[config.mk]
export PLATFORM = sky130hd
export DESIGN_NAME = pkt_channel_arbiter
export DESIGN_NICKNAME = d
export VERILOG_FILES = /design/src/rtl/pkt_channel_arbiter.sv
export SDC_FILE = /design/constraint.sdc
export NUM_CORES = 1
export LEC_CHECK = 0
export BUFFER_PORTS_ARGS = -buffer_cell sky130_fd_sc_hd__buf_2
export CORE_ASPECT_RATIO = 0.9
export CORE_MARGIN = 2
export CORE_UTILIZATION = 42
export CTS_CLUSTER_SIZE = 40
export DETAILED_ROUTE_END_ITERATION = 10
export PLACE_DENSITY_LB_ADDON = 0.3
export SETUP_SLACK_MARGIN = 0.15
export SYNTH_ARGS = -nofsm -noshare
export SYNTH_HDL_FRONTEND = slang
export SYNTH_SLANG_ARGS = --single-unit
[constraint.sdc]
create_clock -name clk -period 1.75 [get_ports clk]
set_input_delay 0.2625 -clock clk [delete_from_list [all_inputs] [get_ports clk]]
set_output_delay 0.2625 -clock clk [all_outputs]
set_load 0.005 [all_outputs]
[src/rtl/pkt_channel_arbiter.sv]
// Round-robin arbiter sharing one framed packet channel among NUM_REQ requesters.
// A grant is held from head to tail; a length watchdog truncates and flushes runaway packets.
module pkt_channel_arbiter #(
  parameter int unsigned NUM_REQ     = 4,
  parameter int unsigned DATA_WIDTH  = 8,
  parameter int unsigned MAX_PKT_LEN = 16
) (
  input  logic                          clk,
  input  logic                          reset,
  input  logic [NUM_REQ-1:0]            req_valid,
  input  logic [NUM_REQ-1:0]            req_head,
  input  logic [NUM_REQ-1:0]            req_tail,
  input  logic [NUM_REQ*DATA_WIDTH-1:0] req_data,
  output logic [NUM_REQ-1:0]            req_ready,
  output logic                          out_valid,
  output logic                          out_head,
  output logic                          out_tail,
  output logic [DATA_WIDTH-1:0]         out_data,
  input  logic                          out_ready,
  output logic [NUM_REQ-1:0]            grant,
  output logic                          busy,
  output logic                          len_err
);

  localparam int unsigned IdxW = $clog2(NUM_REQ);
  localparam int unsigned CntW = $clog2(MAX_PKT_LEN + 1);
  localparam logic [CntW-1:0] LastBeat = CntW'(MAX_PKT_LEN - 1);
  localparam logic [CntW-1:0] CntMax   = CntW'(MAX_PKT_LEN);

  typedef enum logic [1:0] {
    ArbIdle  = 2'd0,
    ArbBusy  = 2'd1,
    ArbFlush = 2'd2
  } state_e;

  state_e              state_q, state_d;
  logic [IdxW-1:0]     owner_q, owner_d;
  logic [IdxW-1:0]     last_q, last_d;
  logic [CntW-1:0]     cnt_q, cnt_d;
  logic [NUM_REQ-1:0]  grant_q, grant_d;
  logic                len_err_q, len_err_d;

  logic                  win_found;
  logic [IdxW-1:0]       win_idx;
  logic [IdxW-1:0]       cand;
  logic [NUM_REQ-1:0]    cand_req;
  logic                  sel_valid, sel_head, sel_tail;
  logic [DATA_WIDTH-1:0] sel_data;

  assign cand_req  = req_valid & req_head;
  assign sel_valid = req_valid[owner_q];
  assign sel_head  = req_head[owner_q];
  assign sel_tail  = req_tail[owner_q];
  assign sel_data  = req_data[32'(owner_q) * DATA_WIDTH +: DATA_WIDTH];

  // Search starts just after the last winner so every waiting head is served in turn.
  always_comb begin
    win_found = 1'b0;
    win_idx   = '0;
    cand      = '0;
    for (int k = 0; k < NUM_REQ; k++) begin
      cand = IdxW'((32'(last_q) + 32'd1 + 32'(k)) % NUM_REQ);
      if (!win_found && cand_req[cand]) begin
        win_found = 1'b1;
        win_idx   = cand;
      end
    end
  end

  always_comb begin
    state_d   = state_q;
    owner_d   = owner_q;
    last_d    = last_q;
    cnt_d     = cnt_q;
    grant_d   = grant_q;
    len_err_d = 1'b0;
    req_ready = '0;
    out_valid = 1'b0;
    out_head  = 1'b0;
    out_tail  = 1'b0;
    out_data  = '0;
    unique case (state_q)
      ArbIdle: begin
        if (win_found) begin
          grant_d = NUM_REQ'(1) << win_idx;
          owner_d = win_idx;
          last_d  = win_idx;
          cnt_d   = '0;
          state_d = ArbBusy;
        end
      end
      ArbBusy: begin
        out_valid          = sel_valid;
        out_head           = sel_head;
        // The last allowed beat always closes the packet downstream.
        out_tail           = sel_tail | (cnt_q == LastBeat);
        out_data           = sel_data;
        req_ready[owner_q] = out_ready;
        if (sel_valid && out_ready) begin
          if (cnt_q != CntMax) cnt_d = cnt_q + 1'b1;
          if (sel_tail) begin
            grant_d = '0;
            state_d = ArbIdle;
          end else if (cnt_q == LastBeat) begin
            grant_d   = '0;
            len_err_d = 1'b1;
            state_d   = ArbFlush;
          end
        end
      end
      ArbFlush: begin
        req_ready[owner_q] = 1'b1;
        if (sel_valid && sel_tail) state_d = ArbIdle;
      end
      default: state_d = ArbIdle;
    endcase
  end

  always_ff @(posedge clk or posedge reset) begin
    if (reset) begin
      state_q   <= ArbIdle;
      owner_q   <= '0;
      last_q    <= IdxW'(NUM_REQ - 1);
      cnt_q     <= '0;
      grant_q   <= '0;
      len_err_q <= 1'b0;
    end else begin
      state_q   <= state_d;
      owner_q   <= owner_d;
      last_q    <= last_d;
      cnt_q     <= cnt_d;
      grant_q   <= grant_d;
      len_err_q <= len_err_d;
    end
  end

  assign grant   = grant_q;
  assign busy    = (state_q == ArbBusy);
  assign len_err = len_err_q;

endmodule

* Word-level counts from Yosys, hierarchy flattened *
Index checks and enable logic that the tools add are counted.

storage, ports and cells
  bits in registers = 16
  input port bits = 47
  output and inout bits = 21
  logic and storage cells = 94

cells by class
  add/sub/neg operators = 5
  magnitude comparators = 6
  equal/unequal tests = 9
  shifts and indexed selects = 2
  muxes and demuxes = 48
  bitwise logic cells = 3
  reductions and logical operators = 15

operators with widths
  cell                   number
  $shiftx A32 B6 Y8      1
  $mux W1                19
  $mux W2                9
  $mux W4                4
  $pmux W4 S2            2
  $lt A2 B3 Y1 const B   5
  $mux W5                3
  $bmux W1 S2            7
  $reduce_and A4 Y1      3
  $pmux W5 S2            1
  $and A4 B4 Y4          2
  $mux W8                1
  $logic_and A1 B1 Y1    6
  $pmux W2 S3            1
  $add A5 B1 Y5 const B  1
  $eq A5 B4 Y1 const B   1
  $ne A5 B5 Y1 const B   1
  $add A2 B1 Y2 const B  2
  $add A2 B2 Y2 const B  2
  $ne A2 B1 Y1 const B   2
  $ne A2 B2 Y1 const B   2
  $shl A1 B2 Y4 const A  1
  $logic_not A1 Y1       3
  $ne A3 B1 Y1 const B   1
  8 further kinds        8

* Logic depth before layout (Yosys ltp) *
Gate-level depths: netlist (run 1).

  word-level depth = 16
  gate-level depth with buffers = 7
  gate-level depth less buffers = 7

* Least setup slack after synthesis (run 1) *
Ideal clock, no wire load.

  path type = register to register
  start = register state_q[1]
  end = register cnt_q[0]
  setup time = 0.135 ns
  arrival time = 1.535 ns
  required time = 1.615 ns
  slack = 0.080 ns
  stages on the path, launching flop included = 7
  path buffers = 0
  clock period less this slack = 1.670 ns
  cells stage by stage = dfrtp_1 inv_1 ha_1 inv_1 o31ai_1 a211oi_2 mux2i_1

between the ends
  longest elaborated chain between the ends = 3
  elaborated cells between the ends (all ways) = 8
  those cells by class = 4 x eq/ne; 1 x mux; 3 x reduce/logical

RTL lines
  element                                                  RTL line  RTL
  start: declaration                                       36        state_e state_q, state_d;
  start signal: assignment                                 121       state_q <= ArbIdle;
  start signal: assignment                                 128       state_q <= state_d;
  $eq A2 B1 Y1 / $logic_not A2 Y1 (equally long branches)  82        unique case (state_q)
  $ne A2 B1 Y1 (no line) (tied with other cells)           -
  $reduce_and A4 Y1 (no line)                              -
  end signal: assignment                                   131       cnt_q <= cnt_d;
  end: declaration                                         39        logic [CntW-1:0] cnt_q, cnt_d;

Parallel ways exist; a longest one is shown, timed or not.
A chain may end at the register's enable or synchronous reset.

* Worst setup path in the final report (run 1) *
  start = register owner_q[0]
  end = output port out_data[5]

between the ends
  longest elaborated chain between the ends = 2

RTL lines
  element                   RTL line  RTL
  start: declaration        37        logic [IdxW-1:0] owner_q, owner_d;
  start signal: assignment  129       owner_q <= owner_d;
  $shiftx A32 B6 Y8         54        assign sel_data = req_data[32'(owner_q) * DATA_WIDTH +: DATA_WIDTH];
  $mux W8                   82
  end: declaration          18        output logic [DATA_WIDTH-1:0] out_data,

Every way passes these cells.

==> flow_results.xml, run 1 <==
<?xml version="1.0" encoding="UTF-8"?>
<metrics>
  <group name="outcome">
    <metric name="result_of_the_run" unit="">finished, violations left</metric>
    <metric name="violations_in_the_final_reports" unit="">negative setup slack</metric>
  </group>
  <group name="sta">
    <metric name="max_clock_freq" unit="GHz">0.525</metric>
    <metric name="final_min_period_over_clock_period" unit="%">109</metric>
    <metric name="timing_hold_violations_final" unit="">0</metric>
    <metric name="slew_viol_final" unit="">0</metric>
    <metric name="tightestPinTransition" unit="ns">0.630</metric>
    <metric name="report.final.setup_viol" unit="">17</metric>
    <metric name="fin_tns_setup" unit="ns">-1.52</metric>
    <metric name="rsz0062_at_grt" unit="">yes</metric>
    <metric name="fin_crit" unit="ns">1.91</metric>
    <metric name="largest_clock_skew_in_the_final_design" unit="ns">0.00222</metric>
    <metric name="final_critical_path_setup_slack" unit="ns">-0.156</metric>
    <metric name="slew-limit-headroom" unit="%">57.9</metric>
  </group>
  <group name="logic_synthesis">
    <metric name="yosysMostFrequentCell" unit="">sky130_fd_sc_hd__dfrtp_1</metric>
    <metric name="syn-instance-count" unit="">138</metric>
    <metric name="avgSynthCellArea" unit="um2">10.3</metric>
    <metric name="yosys_register_bits" unit="">16</metric>
    <metric name="syn-cell-area" unit="um2">1430</metric>
    <metric name="synth.top_cells.by_count" unit="">14 x sky130_fd_sc_hd__dfrtp_1, 10 x sky130_fd_sc_hd__and2_1, 8 x sky130_fd_sc_hd__inv_1, 8 x sky130_fd_sc_hd__nand2_1</metric>
    <metric name="yosys.cell_types.count" unit="">45</metric>
    <metric name="mappedNetlistNets" unit="">191</metric>
    <metric name="synth-seq-area-share" unit="%">28.2</metric>
    <metric name="yosys_most_used_dff" unit="">sky130_fd_sc_hd__dfrtp_1</metric>
    <metric name="async_flop_share" unit="%">100</metric>
    <metric name="synth.area.top_cells" unit="">sky130_fd_sc_hd__dfrtp_1 25%, sky130_fd_sc_hd__mux4_2 11%, sky130_fd_sc_hd__mux4_1 7.4%</metric>
    <metric name="yosysWarnings" unit="">0</metric>
    <metric name="cell_taking_the_most_area_after_synthesis" unit="">sky130_fd_sc_hd__dfrtp_1</metric>
    <metric name="synth-edff-count" unit="">0</metric>
    <metric name="synth_top_area_share" unit="%">24.6</metric>
  </group>
  <group name="power_and_ir_drop">
    <metric name="p_per_area" unit="nW/um2">1500</metric>
    <metric name="power_leakage" unit="nW">1.06</metric>
    <metric name="report.power.total" unit="mW">3.32</metric>
    <metric name="peakVddDrop" unit="mV">0.848</metric>
  </group>
  <group name="global_routing">
    <metric name="number_of_global_route_vias_before_repair" unit="">1489</metric>
    <metric name="globalRouteTotalUtil" unit="%">25.2</metric>
    <metric name="grt_first_pass_wirelength" unit="um">7210</metric>
    <metric name="grt_start_max_net_pins" unit="">17</metric>
    <metric name="globalRoute.totalOverflow" unit="">0</metric>
    <metric name="antenna_violations_before_repair" unit="">0</metric>
  </group>
  <group name="place">
    <metric name="finalWeightedCongestion" unit="">0.786</metric>
    <metric name="dp_hpwl" unit="um">3230</metric>
    <metric name="detailedPlace.worstSlack" unit="ns">-0.0544</metric>
    <metric name="port_buffers" unit="">67</metric>
    <metric name="cell_area_placed" unit="um2">1920</metric>
  </group>
  <group name="routing">
    <metric name="detailed_route_iter0_violations" unit="">57</metric>
    <metric name="postRouteWirelength" unit="um">4640</metric>
    <metric name="vias_per_cell" unit="">5.44</metric>
    <metric name="drt_drc_violations_left" unit="">0</metric>
    <metric name="final_antenna_net_count" unit="">0</metric>
    <metric name="detail_route.first_pass.iterations" unit="">4</metric>
    <metric name="detailroute.via_count" unit="">1485</metric>
    <metric name="post_drt_wl_per_cell" unit="um">17.0</metric>
  </group>
  <group name="clock_network">
    <metric name="cts_htree_levels" unit="">1</metric>
    <metric name="cts_hold_repair.buffers" unit="">0</metric>
    <metric name="clock_tree.buffer_depth" unit="">2</metric>
    <metric name="clock_pin_slew_reported_for_the_worst_setup_and_hold_paths_after_clock_tree_synthesis" unit="ns">0.07</metric>
    <metric name="clk_root_buffer_cell" unit="">sky130_fd_sc_hd__clkbuf_8</metric>
    <metric name="tritoncts_clock_tree" unit="">built</metric>
    <metric name="cts_buffers" unit="">3</metric>
    <metric name="clk-insertion-delay-late" unit="ns">0.26</metric>
    <metric name="cts.sink_count" unit="">16</metric>
  </group>
  <group name="floorplanning">
    <metric name="floorplan.io_pins" unit="">68</metric>
    <metric name="design.die.area" unit="um2">3880</metric>
    <metric name="placement_rows" unit="">20</metric>
    <metric name="floorplan.die.height" unit="um">59.3</metric>
    <metric name="floorplan.initialDensity" unit="%">43.2</metric>
    <metric name="core-area" unit="um2">3300</metric>
    <metric name="floorplan.die.width" unit="um">65.4</metric>
  </group>
  <group name="critical_path">
    <metric name="worst-setup-path-type" unit="">reg -&gt; out</metric>
    <metric name="critical_path.reg2reg.endpoint" unit="">state_q[0]$_DFFE_PP0P_</metric>
    <metric name="worst-path-max-fanout" unit="">5</metric>
    <metric name="worst_setup_path_start_kind" unit="">register</metric>
    <metric name="cp.required" unit="ns">1.49</metric>
    <metric name="timing.critical_path.to_type" unit="">output port</metric>
    <metric name="worst-endpoint-arrival" unit="ns">1.64</metric>
    <metric name="timing.reg2reg.worst_path_depth" unit="">5</metric>
    <metric name="rrSetupSlack" unit="ns">-0.07</metric>
    <metric name="crit-reg2reg-launch" unit="">owner_q[0]$_DFFE_PP0P_</metric>
  </group>
  <group name="cells_and_area">
    <metric name="design.final.nets" unit="">283</metric>
    <metric name="postLayoutCellArea" unit="um2">2210</metric>
    <metric name="fin_util" unit="%">67.0</metric>
    <metric name="antennaDiodeCount" unit="">0</metric>
    <metric name="area_delta_synth_final" unit="%">55.1</metric>
    <metric name="layout-drive-gt1-share" unit="%">59.8</metric>
  </group>
  <group name="min_path">
    <metric name="hold_path_class" unit="">in -&gt; async</metric>
  </group>
  <group name="flow_run">
    <metric name="maxCapViolations" unit="">0</metric>
  </group>
</metrics>
-- where the power goes --
part,internal (mW),switching (mW),total (mW),leakage (nW)
combinational,1.29,1.01,2.30,0.830
clock,0.200,0.147,0.347,0.0288
sequential,0.521,0.150,0.671,0.205
total,2.01,1.31,3.32,1.06
-- layout make-up --
class | count | area, um2
repair buffers | 95 | 598
well taps | 44 | 55.1
multi-input cells | 106 | 1070
clock buffers | 4 | 55.1
flip-flops and latches | 16 | 404
inverters | 8 | 30.0
fillers | 274 | 1090
-- cell usage in the layout (no fill, tap or decap), types with 2 or more instances in the layout --
cell type / n
sky130_fd_sc_hd__a21o_1: 3
sky130_fd_sc_hd__a21oi_1: 3
sky130_fd_sc_hd__a22o_1: 4
sky130_fd_sc_hd__a32o_1: 3
sky130_fd_sc_hd__and2_1: 7
sky130_fd_sc_hd__and2_4: 3
sky130_fd_sc_hd__and3_1: 2
sky130_fd_sc_hd__buf_2: 66
sky130_fd_sc_hd__buf_4: 19
sky130_fd_sc_hd__buf_6: 8
sky130_fd_sc_hd__clkbuf_8: 4
sky130_fd_sc_hd__dfrtp_1: 13
sky130_fd_sc_hd__dfstp_2: 2
sky130_fd_sc_hd__ha_1: 2
sky130_fd_sc_hd__ha_4: 3
sky130_fd_sc_hd__inv_1: 6
sky130_fd_sc_hd__inv_2: 2
sky130_fd_sc_hd__mux2i_1: 5
sky130_fd_sc_hd__mux4_2: 11
sky130_fd_sc_hd__nand2_1: 8
sky130_fd_sc_hd__nand3_1: 3
sky130_fd_sc_hd__nor2_1: 7
sky130_fd_sc_hd__nor2b_1: 3
sky130_fd_sc_hd__nor3_1: 2
sky130_fd_sc_hd__o211ai_1: 2
sky130_fd_sc_hd__o21ai_0: 5
sky130_fd_sc_hd__o21bai_1: 2
-- repair_timing --
item / CTS / global route
pin swaps: 16 / 2
endpoints found under the setup margin: 26 / 26
gates resized for setup: 36 / 5
buffers inserted: 12 / 0
-- through the flow --
step | instances | hold slack [ns]
floorplan | 138 | 0.175
global placement | 257 | 0.355
detailed placement | 257 | 0.367
CTS | 273 | 0.0843
global route | 273 | 0.117
finish | 273 | 0.0708
-- state kept, by name, indices dropped and copies added (netlist names) --
signal	count
cnt_q	5
grant	4
last_q	2
len_err	1
owner_q	2
state_q	2
-- worst max-delay path, cell delays in order, from the launching register on --
cell and delay [ns]:
sky130_fd_sc_hd__dfrtp_2 0.46, sky130_fd_sc_hd__buf_12 0.14, sky130_fd_sc_hd__mux4_2 0.51, sky130_fd_sc_hd__and2_4 0.16, sky130_fd_sc_hd__buf_6 0.11
-- cell families after synthesis --
group	Yosys count	synth area share, %
buffers and inverters	16	5.18
multiplexers	16	21.9
AO/OA/AOI/OAI	39	21.5
flip-flops	16	28.2
AND/OR/NAND/NOR	45	17.9
adder cells (fa/ha/maj)	6	5.26
-- metal layers --
metal  GRT usage (%)  routed length [um]
met5               0                   0
met4            10.4                 119
met3            4.75                 203
met2            46.1                2490
met1            29.0                1830
-- worst max-delay path by stage --
stage,start,to,depth (start not counted)
global placement,owner_q[0]$_DFFE_PP0P_,out_data[2],4
floorplan,state_q[1]$_DFFE_PP0P_,cnt_q[0]$_DFFE_PP0P_,6
global route,owner_q[0]$_DFFE_PP0P_,out_data[4],4
detailed placement,state_q[1]$_DFFE_PP0P_,cnt_q[1]$_DFFE_PP0P_,7
CTS,owner_q[0]$_DFFE_PP0P_,out_data[4],4
finish,owner_q[0]$_DFFE_PP0P_,out_data[5],4
Power figures use the tool's default switching activity.
==> inputs of run 2 (changes only) <==
- GPL_TIMING_DRIVEN: default -> 0
==> run 2 against run 1 <==
Effect of this change:
- the run still ends with negative setup slack left
- utilization up 1.3 points
- critical path depth grew 1
- hold slack improved by 0.0083 ns
- global-route usage fell by 2.4 points
- clock power fell by 3%
- wire length down 7.2%
- power is 0.92% lower
==> flow_results.xml, run 2 (synthesized netlist as in run 1, its figures left out) <==
<?xml version="1.0" encoding="UTF-8"?>
<metrics>
  <group name="critical_path">
    <metric name="worst-setup-path-type" unit="">reg -&gt; out</metric>
    <metric name="worst_setup_path_start_kind" unit="">register</metric>
    <metric name="critical_path.reg2reg.endpoint" unit="">grant[2]$_DFFE_PP0P_</metric>
    <metric name="crit_path_max_incr_delay" unit="ns">0.48</metric>
    <metric name="rrSetupSlack" unit="ns">-0.11</metric>
    <metric name="cpMaxStageDelayCell" unit="">sky130_fd_sc_hd__mux4_2</metric>
    <metric name="crit-reg2reg-launch" unit="">owner_q[0]$_DFFE_PP0P_</metric>
    <metric name="timing.reg2reg.worst_path_depth" unit="">6</metric>
    <metric name="timing.critical_path.to_type" unit="">output port</metric>
    <metric name="cp.required" unit="ns">1.49</metric>
    <metric name="critical_path.cell_chain" unit="">buf_6 -&gt; buf_8 -&gt; mux4_2 -&gt; and2_1 -&gt; buf_2</metric>
    <metric name="worst-path-max-fanout" unit="">7</metric>
    <metric name="worst-endpoint-arrival" unit="ns">1.63</metric>
  </group>
  <group name="sta">
    <metric name="tightestPinTransition" unit="ns">0.630</metric>
    <metric name="largest_clock_skew_in_the_final_design" unit="ns">0.00497</metric>
    <metric name="max_clock_freq" unit="GHz">0.529</metric>
    <metric name="final_critical_path_setup_slack" unit="ns">-0.142</metric>
    <metric name="slew-limit-headroom" unit="%">58.0</metric>
    <metric name="fin_hold_ws" unit="ns">0.0791</metric>
    <metric name="report.final.setup_viol" unit="">20</metric>
    <metric name="slew_viol_final" unit="">0</metric>
    <metric name="fin_crit" unit="ns">1.89</metric>
    <metric name="rsz0062_at_grt" unit="">yes</metric>
    <metric name="final_min_period_over_clock_period" unit="%">108</metric>
    <metric name="timing_hold_violations_final" unit="">0</metric>
    <metric name="fin_tns_setup" unit="ns">-1.85</metric>
  </group>
  <group name="floorplanning">
    <metric name="design.die.area" unit="um2">3880</metric>
    <metric name="floorplan.io_pins" unit="">68</metric>
    <metric name="floorplan.die.height" unit="um">59.3</metric>
    <metric name="floorplan.initialDensity" unit="%">43.2</metric>
    <metric name="floorplan.die.width" unit="um">65.4</metric>
    <metric name="core-area" unit="um2">3300</metric>
    <metric name="placement_rows" unit="">20</metric>
  </group>
  <group name="power_and_ir_drop">
    <metric name="power_leakage" unit="nW">1.08</metric>
    <metric name="p_per_area" unit="nW/um2">1460</metric>
    <metric name="peakVddDrop" unit="mV">0.680</metric>
    <metric name="report.power.total" unit="mW">3.29</metric>
  </group>
  <group name="cells_and_area">
    <metric name="antennaDiodeCount" unit="">0</metric>
    <metric name="registers.top_by_ff_count" unit="">cnt_q</metric>
    <metric name="design.final.nets" unit="">281</metric>
    <metric name="layout-drive-gt1-share" unit="%">59.5</metric>
    <metric name="mostFrequentLayoutCell" unit="">sky130_fd_sc_hd__buf_2</metric>
    <metric name="area_delta_synth_final" unit="%">58.0</metric>
    <metric name="postLayoutCellArea" unit="um2">2250</metric>
    <metric name="commonest_cells_after_routing_fill_and_taps_aside" unit="">63 x sky130_fd_sc_hd__buf_2, 14 x sky130_fd_sc_hd__buf_4, 14 x sky130_fd_sc_hd__dfrtp_1, 10 x sky130_fd_sc_hd__buf_6, 9 x sky130_fd_sc_hd__mux4_2</metric>
    <metric name="largest_register_ffs" unit="">5</metric>
  </group>
  <group name="outcome">
    <metric name="violations_in_the_final_reports" unit="">negative setup slack</metric>
    <metric name="result_of_the_run" unit="">finished, violations left</metric>
  </group>
  <group name="global_routing">
    <metric name="antenna_violations_before_repair" unit="">0</metric>
    <metric name="globalRoute.totalOverflow" unit="">0</metric>
    <metric name="number_of_global_route_vias_before_repair" unit="">1425</metric>
    <metric name="globalRouteTotalUtil" unit="%">22.7</metric>
    <metric name="grt_start_max_net_pins" unit="">17</metric>
    <metric name="grt_first_pass_wirelength" unit="um">6680</metric>
  </group>
  <group name="clock_network">
    <metric name="cts.sink_count" unit="">16</metric>
    <metric name="clk_root_buffer_cell" unit="">sky130_fd_sc_hd__clkbuf_8</metric>
    <metric name="clock_pin_slew_reported_for_the_worst_setup_and_hold_paths_after_clock_tree_synthesis" unit="ns">0.07</metric>
    <metric name="clk-insertion-delay-late" unit="ns">0.25</metric>
    <metric name="cts_htree_levels" unit="">1</metric>
    <metric name="tritoncts_clock_tree" unit="">built</metric>
    <metric name="clock_tree.buffer_depth" unit="">2</metric>
    <metric name="cts_buffers" unit="">3</metric>
  </group>
  <group name="routing">
    <metric name="postRouteWirelength" unit="um">4300</metric>
    <metric name="detailed_route_iter0_violations" unit="">46</metric>
    <metric name="vias_per_cell" unit="">5.49</metric>
    <metric name="detailroute.via_count" unit="">1487</metric>
    <metric name="final_antenna_net_count" unit="">0</metric>
    <metric name="drt_drc_violations_left" unit="">0</metric>
    <metric name="detail_route.first_pass.iterations" unit="">4</metric>
    <metric name="post_drt_wl_per_cell" unit="um">15.9</metric>
  </group>
  <group name="place">
    <metric name="finalWeightedCongestion" unit="">0.738</metric>
    <metric name="port_buffers" unit="">67</metric>
    <metric name="cell_area_placed" unit="um2">1840</metric>
    <metric name="dp_hpwl" unit="um">2870</metric>
  </group>
  <group name="min_path">
    <metric name="hold_path_class" unit="">in -&gt; async</metric>
  </group>
  <group name="flow_run">
    <metric name="maxCapViolations" unit="">0</metric>
  </group>
</metrics>
-- run 2: what timing repair did --
action | CTS | global route
setup endpoints to repair | 28 | 29
pin swaps | 14 | 9
buffers inserted | 13 | 5
hold buffers | 0 | 0
resized for setup | 38 | 18
-- run 2: per-stage QoR --
stage               util [%]  cells  worst slack, ns
finish                  68.2    271           -0.142
global route            68.2    271           -0.188
CTS                     65.0    266           -0.139
detailed placement      55.6    249           -0.240
global placement        55.6    249           -0.296
floorplan                  -    138            0.130
-- run 2: critical path, delay by kind of cell, from the launching register on --
family | cells | cell delay, ns
buffers and inverters | 3 | 0.39
flip-flops | 1 | 0.35
multiplexers | 1 | 0.48
AND/OR/NAND/NOR | 1 | 0.14
-- run 2: cell type report --
cell class                 count  area [um2]
multi-input combinational    106        1100
fill                         268        1050
timing repair buffer          85         523
sequential                    16         403
buffer                         8        86.3
clock buffer                   4        55.1
tap                           44        55.1
inverter                       8        30.0
-- run 2: worst max-delay path by stage --
stage | startpoint | to | slack, ns | cells after the start
finish | owner_q[0]$_DFFE_PP0P_ | out_data[2] | -0.14 | 5
global route | owner_q[0]$_DFFE_PP0P_ | out_data[2] | -0.19 | 5
CTS | owner_q[0]$_DFFE_PP0P_ | out_data[2] | -0.14 | 5
detailed placement | state_q[1]$_DFFE_PP0P_ | out_data[3] | -0.24 | 6
global placement | state_q[1]$_DFFE_PP0P_ | out_head | -0.30 | 6
floorplan | state_q[1]$_DFFE_PP0P_ | cnt_q[0]$_DFFE_PP0P_ | 0.13 | 6
-- run 2: power by group --
part           switching [mW]  internal [mW]
Clock                   0.137          0.200
Combinational            1.05           1.27
Sequential              0.113          0.519
-- run 2: per-layer routing --
metal	wire length, um	share of wire, %	vias to the layer above	GRT usage (%)
met5	0	0	-	0
met4	71	1.7	0	6.25
met3	166	3.9	11	3.80
met2	2200	51	43	39.4
met1	1860	43	724	29.7
li1	-	-	709	-
==> inputs of run 3 (changes only) <==
- SETUP_SLACK_MARGIN: 0.15 -> default
==> run 3 against run 2 <==
Effect of this change:
- the flow still finishes with violations (negative setup slack)
- clock-buffer cell count stayed put
- sequential power hardly changed
- worst setup slack gained 0.0015 ns
- combinational power up 5%
- register-to-register slack better by 0.02 ns
==> flow_results.xml, run 3 (synthesized netlist as in run 1, its figures left out) <==
<?xml version="1.0" encoding="UTF-8"?>
<metrics>
  <group name="outcome">
    <metric name="result_of_the_run" unit="">finished, violations left</metric>
    <metric name="violations_in_the_final_reports" unit="">negative setup slack</metric>
  </group>
  <group name="cells_and_area">
    <metric name="multi_input_comb_area" unit="um2">1070</metric>
    <metric name="register_area" unit="um2">403</metric>
    <metric name="largest_register_ffs" unit="">5</metric>
    <metric name="design.final.nets" unit="">280</metric>
    <metric name="layout-drive-gt1-share" unit="%">59.7</metric>
    <metric name="registers.top_by_ff_count" unit="">cnt_q</metric>
    <metric name="area_delta_synth_final" unit="%">56.1</metric>
    <metric name="commonest_cells_after_routing_fill_and_taps_aside" unit="">63 x sky130_fd_sc_hd__buf_2, 14 x sky130_fd_sc_hd__dfrtp_1, 12 x sky130_fd_sc_hd__buf_4, 11 x sky130_fd_sc_hd__buf_6, 11 x sky130_fd_sc_hd__mux4_2</metric>
    <metric name="antennaDiodeCount" unit="">0</metric>
    <metric name="layout.cells.non_filler" unit="">270</metric>
    <metric name="mostFrequentLayoutCell" unit="">sky130_fd_sc_hd__buf_2</metric>
    <metric name="fin_util" unit="%">67.4</metric>
    <metric name="fillCellCount" unit="">268</metric>
  </group>
  <group name="routing">
    <metric name="postRouteWirelength" unit="um">4240</metric>
    <metric name="detailroute.via_count" unit="">1506</metric>
    <metric name="drt_drc_violations_left" unit="">0</metric>
    <metric name="post_drt_wl_per_cell" unit="um">15.7</metric>
    <metric name="detailed_route_iter0_violations" unit="">51</metric>
    <metric name="detail_route.first_pass.iterations" unit="">5</metric>
    <metric name="final_antenna_net_count" unit="">0</metric>
    <metric name="vias_per_cell" unit="">5.58</metric>
  </group>
  <group name="sta">
    <metric name="slew_viol_final" unit="">0</metric>
    <metric name="fin_crit" unit="ns">1.89</metric>
    <metric name="report.final.setup_viol" unit="">17</metric>
    <metric name="fin_hold_ws" unit="ns">0.0741</metric>
    <metric name="rsz0062_at_grt" unit="">yes</metric>
    <metric name="final_critical_path_setup_slack" unit="ns">-0.140</metric>
    <metric name="tightestPinTransition" unit="ns">0.628</metric>
    <metric name="largest_clock_skew_in_the_final_design" unit="ns">0.00102</metric>
    <metric name="timing_hold_violations_final" unit="">0</metric>
    <metric name="final_min_period_over_clock_period" unit="%">108</metric>
    <metric name="max_clock_freq" unit="GHz">0.529</metric>
    <metric name="slew-limit-headroom" unit="%">58.1</metric>
  </group>
  <group name="power_and_ir_drop">
    <metric name="power.share.clock" unit="%">10.0</metric>
    <metric name="power.net_switching" unit="mW">1.31</metric>
    <metric name="p_per_area" unit="nW/um2">1530</metric>
    <metric name="sw_frac_of_total" unit="%">38.5</metric>
    <metric name="combPwrFrac" unit="%">71.5</metric>
    <metric name="peakVddDrop" unit="mV">0.802</metric>
    <metric name="cellInternalPower" unit="mW">2.09</metric>
    <metric name="power.sequential.fraction" unit="%">18.5</metric>
    <metric name="power_leakage" unit="nW">1.07</metric>
  </group>
  <group name="critical_path">
    <metric name="worst_setup_path_start_kind" unit="">register</metric>
    <metric name="critical_path.endpoint" unit="">out_valid</metric>
    <metric name="critical_path.reg2reg.endpoint" unit="">grant[2]$_DFFE_PP0P_</metric>
    <metric name="worst-path-max-fanout" unit="">7</metric>
    <metric name="timing.reg2reg.worst_path_depth" unit="">6</metric>
    <metric name="rrSetupSlack" unit="ns">-0.09</metric>
    <metric name="crit-reg2reg-launch" unit="">owner_q[0]$_DFFE_PP0P_</metric>
    <metric name="timing.critical_path.to_type" unit="">output port</metric>
    <metric name="crit_path_start" unit="">owner_q[1]$_DFFE_PP0P_</metric>
    <metric name="cp.required" unit="ns">1.49</metric>
    <metric name="worst-endpoint-arrival" unit="ns">1.63</metric>
    <metric name="worst-setup-path-type" unit="">reg -&gt; out</metric>
  </group>
  <group name="floorplanning">
    <metric name="floorplan.io_pins" unit="">68</metric>
    <metric name="floorplan.die.height" unit="um">59.3</metric>
    <metric name="floorplan.initialDensity" unit="%">43.2</metric>
    <metric name="design.die.area" unit="um2">3880</metric>
    <metric name="floorplan.die.width" unit="um">65.4</metric>
    <metric name="placement_rows" unit="">20</metric>
    <metric name="core-area" unit="um2">3300</metric>
  </group>
  <group name="clock_network">
    <metric name="cts_hold_repair.buffers" unit="">0</metric>
    <metric name="cts.sink_count" unit="">16</metric>
    <metric name="cts_htree_levels" unit="">1</metric>
    <metric name="clock_tree.buffer_depth" unit="">2</metric>
    <metric name="clk-insertion-delay-late" unit="ns">0.25</metric>
    <metric name="tritoncts_clock_tree" unit="">built</metric>
    <metric name="clk_root_buffer_cell" unit="">sky130_fd_sc_hd__clkbuf_8</metric>
    <metric name="cts_buffers" unit="">3</metric>
    <metric name="clock_pin_slew_reported_for_the_worst_setup_and_hold_paths_after_clock_tree_synthesis" unit="ns">0.07</metric>
  </group>
  <group name="place">
    <metric name="port_buffers" unit="">67</metric>
    <metric name="dp_hpwl" unit="um">2860</metric>
    <metric name="finalWeightedCongestion" unit="">0.839</metric>
    <metric name="placed_cells" unit="">249</metric>
  </group>
  <group name="global_routing">
    <metric name="globalRouteTotalUtil" unit="%">22.0</metric>
    <metric name="grt_first_pass_wirelength" unit="um">6420</metric>
    <metric name="number_of_global_route_vias_before_repair" unit="">1342</metric>
    <metric name="globalRoute.totalOverflow" unit="">0</metric>
    <metric name="antenna_violations_before_repair" unit="">0</metric>
    <metric name="grt_start_max_net_pins" unit="">17</metric>
  </group>
  <group name="flow_run">
    <metric name="maxCapViolations" unit="">0</metric>
  </group>
  <group name="min_path">
    <metric name="hold_path_class" unit="">in -&gt; async</metric>
  </group>
</metrics>
[run 3: cell types whose count changed in the layout (fill, tap and decap cells not counted), sizes merged]
cell    before  now
buf         90   88
clkbuf       7    8
[run 3: layer usage]
metal	GRT usage, %	wire (um)
met1	28.7	1880
met2	36.6	2120
met3	5.51	162
met4	6.25	77
met5	0	0
[run 3: worst min-delay path by stage]
stage,start,endpoint,slack (ns),cells after the start
after floorplan,reset,cnt_q[0]$_DFFE_PP0P_,0.17,1
after global placement,reset,grant[2]$_DFFE_PP0P_,0.36,2
after detailed placement,reset,grant[2]$_DFFE_PP0P_,0.37,2
after CTS,reset,grant[2]$_DFFE_PP0P_,0.1,2
after global routing,reset,grant[2]$_DFFE_PP0P_,0.13,2
final,reset,grant[2]$_DFFE_PP0P_,0.07,2
[run 3: critical path, stage by stage, from the launching register on]
cell and delay [ns]:
sky130_fd_sc_hd__dfrtp_1 0.34, sky130_fd_sc_hd__buf_6 0.14, sky130_fd_sc_hd__mux4_2 0.60, sky130_fd_sc_hd__and2_1 0.17, sky130_fd_sc_hd__buf_2 0.12
[run 3: metrics by stage]
stage	instance area (um2)	setup TNS [ns]	power [mW]	setup WS, ns
6_report	2230	-1.43	3.40	-0.140
5_1_grt	2230	-2.57	3.62	-0.174
4_1_cts	2070	-1.21	2.99	-0.153
3_5_place_dp	1820	-4.09	2.23	-0.254
3_3_place_gp	1820	-4.28	2.22	-0.256
2_1_floorplan	1430	0	1.76	0.0795
[run 3: power by group through the flow]
stage | sequential [mW] | combinational, mW | clock, mW
CTS | 0.629 | 2.02 | 0.347
global route | 0.650 | 2.61 | 0.362
finish | 0.630 | 2.43 | 0.340
detailed placement | 0.621 | 1.61 | 0
global placement | 0.622 | 1.60 | 0
floorplan | 0.604 | 1.15 | 0
[run 3: layout make-up]
type	count	area share, %
Inverter	8	1.35
Multi-Input combinational cell	106	48.3
Sequential cell	16	18.1
Buffer	8	4.61
Tap cell	44	2.47
Timing Repair Buffer	84	22.8
Clock buffer	4	2.47
[run 3: timing repair]
action,CTS,global route
setup buffers,9,8
setup endpoints to repair,25,27
pin swaps,9,8
resized for setup,37,24
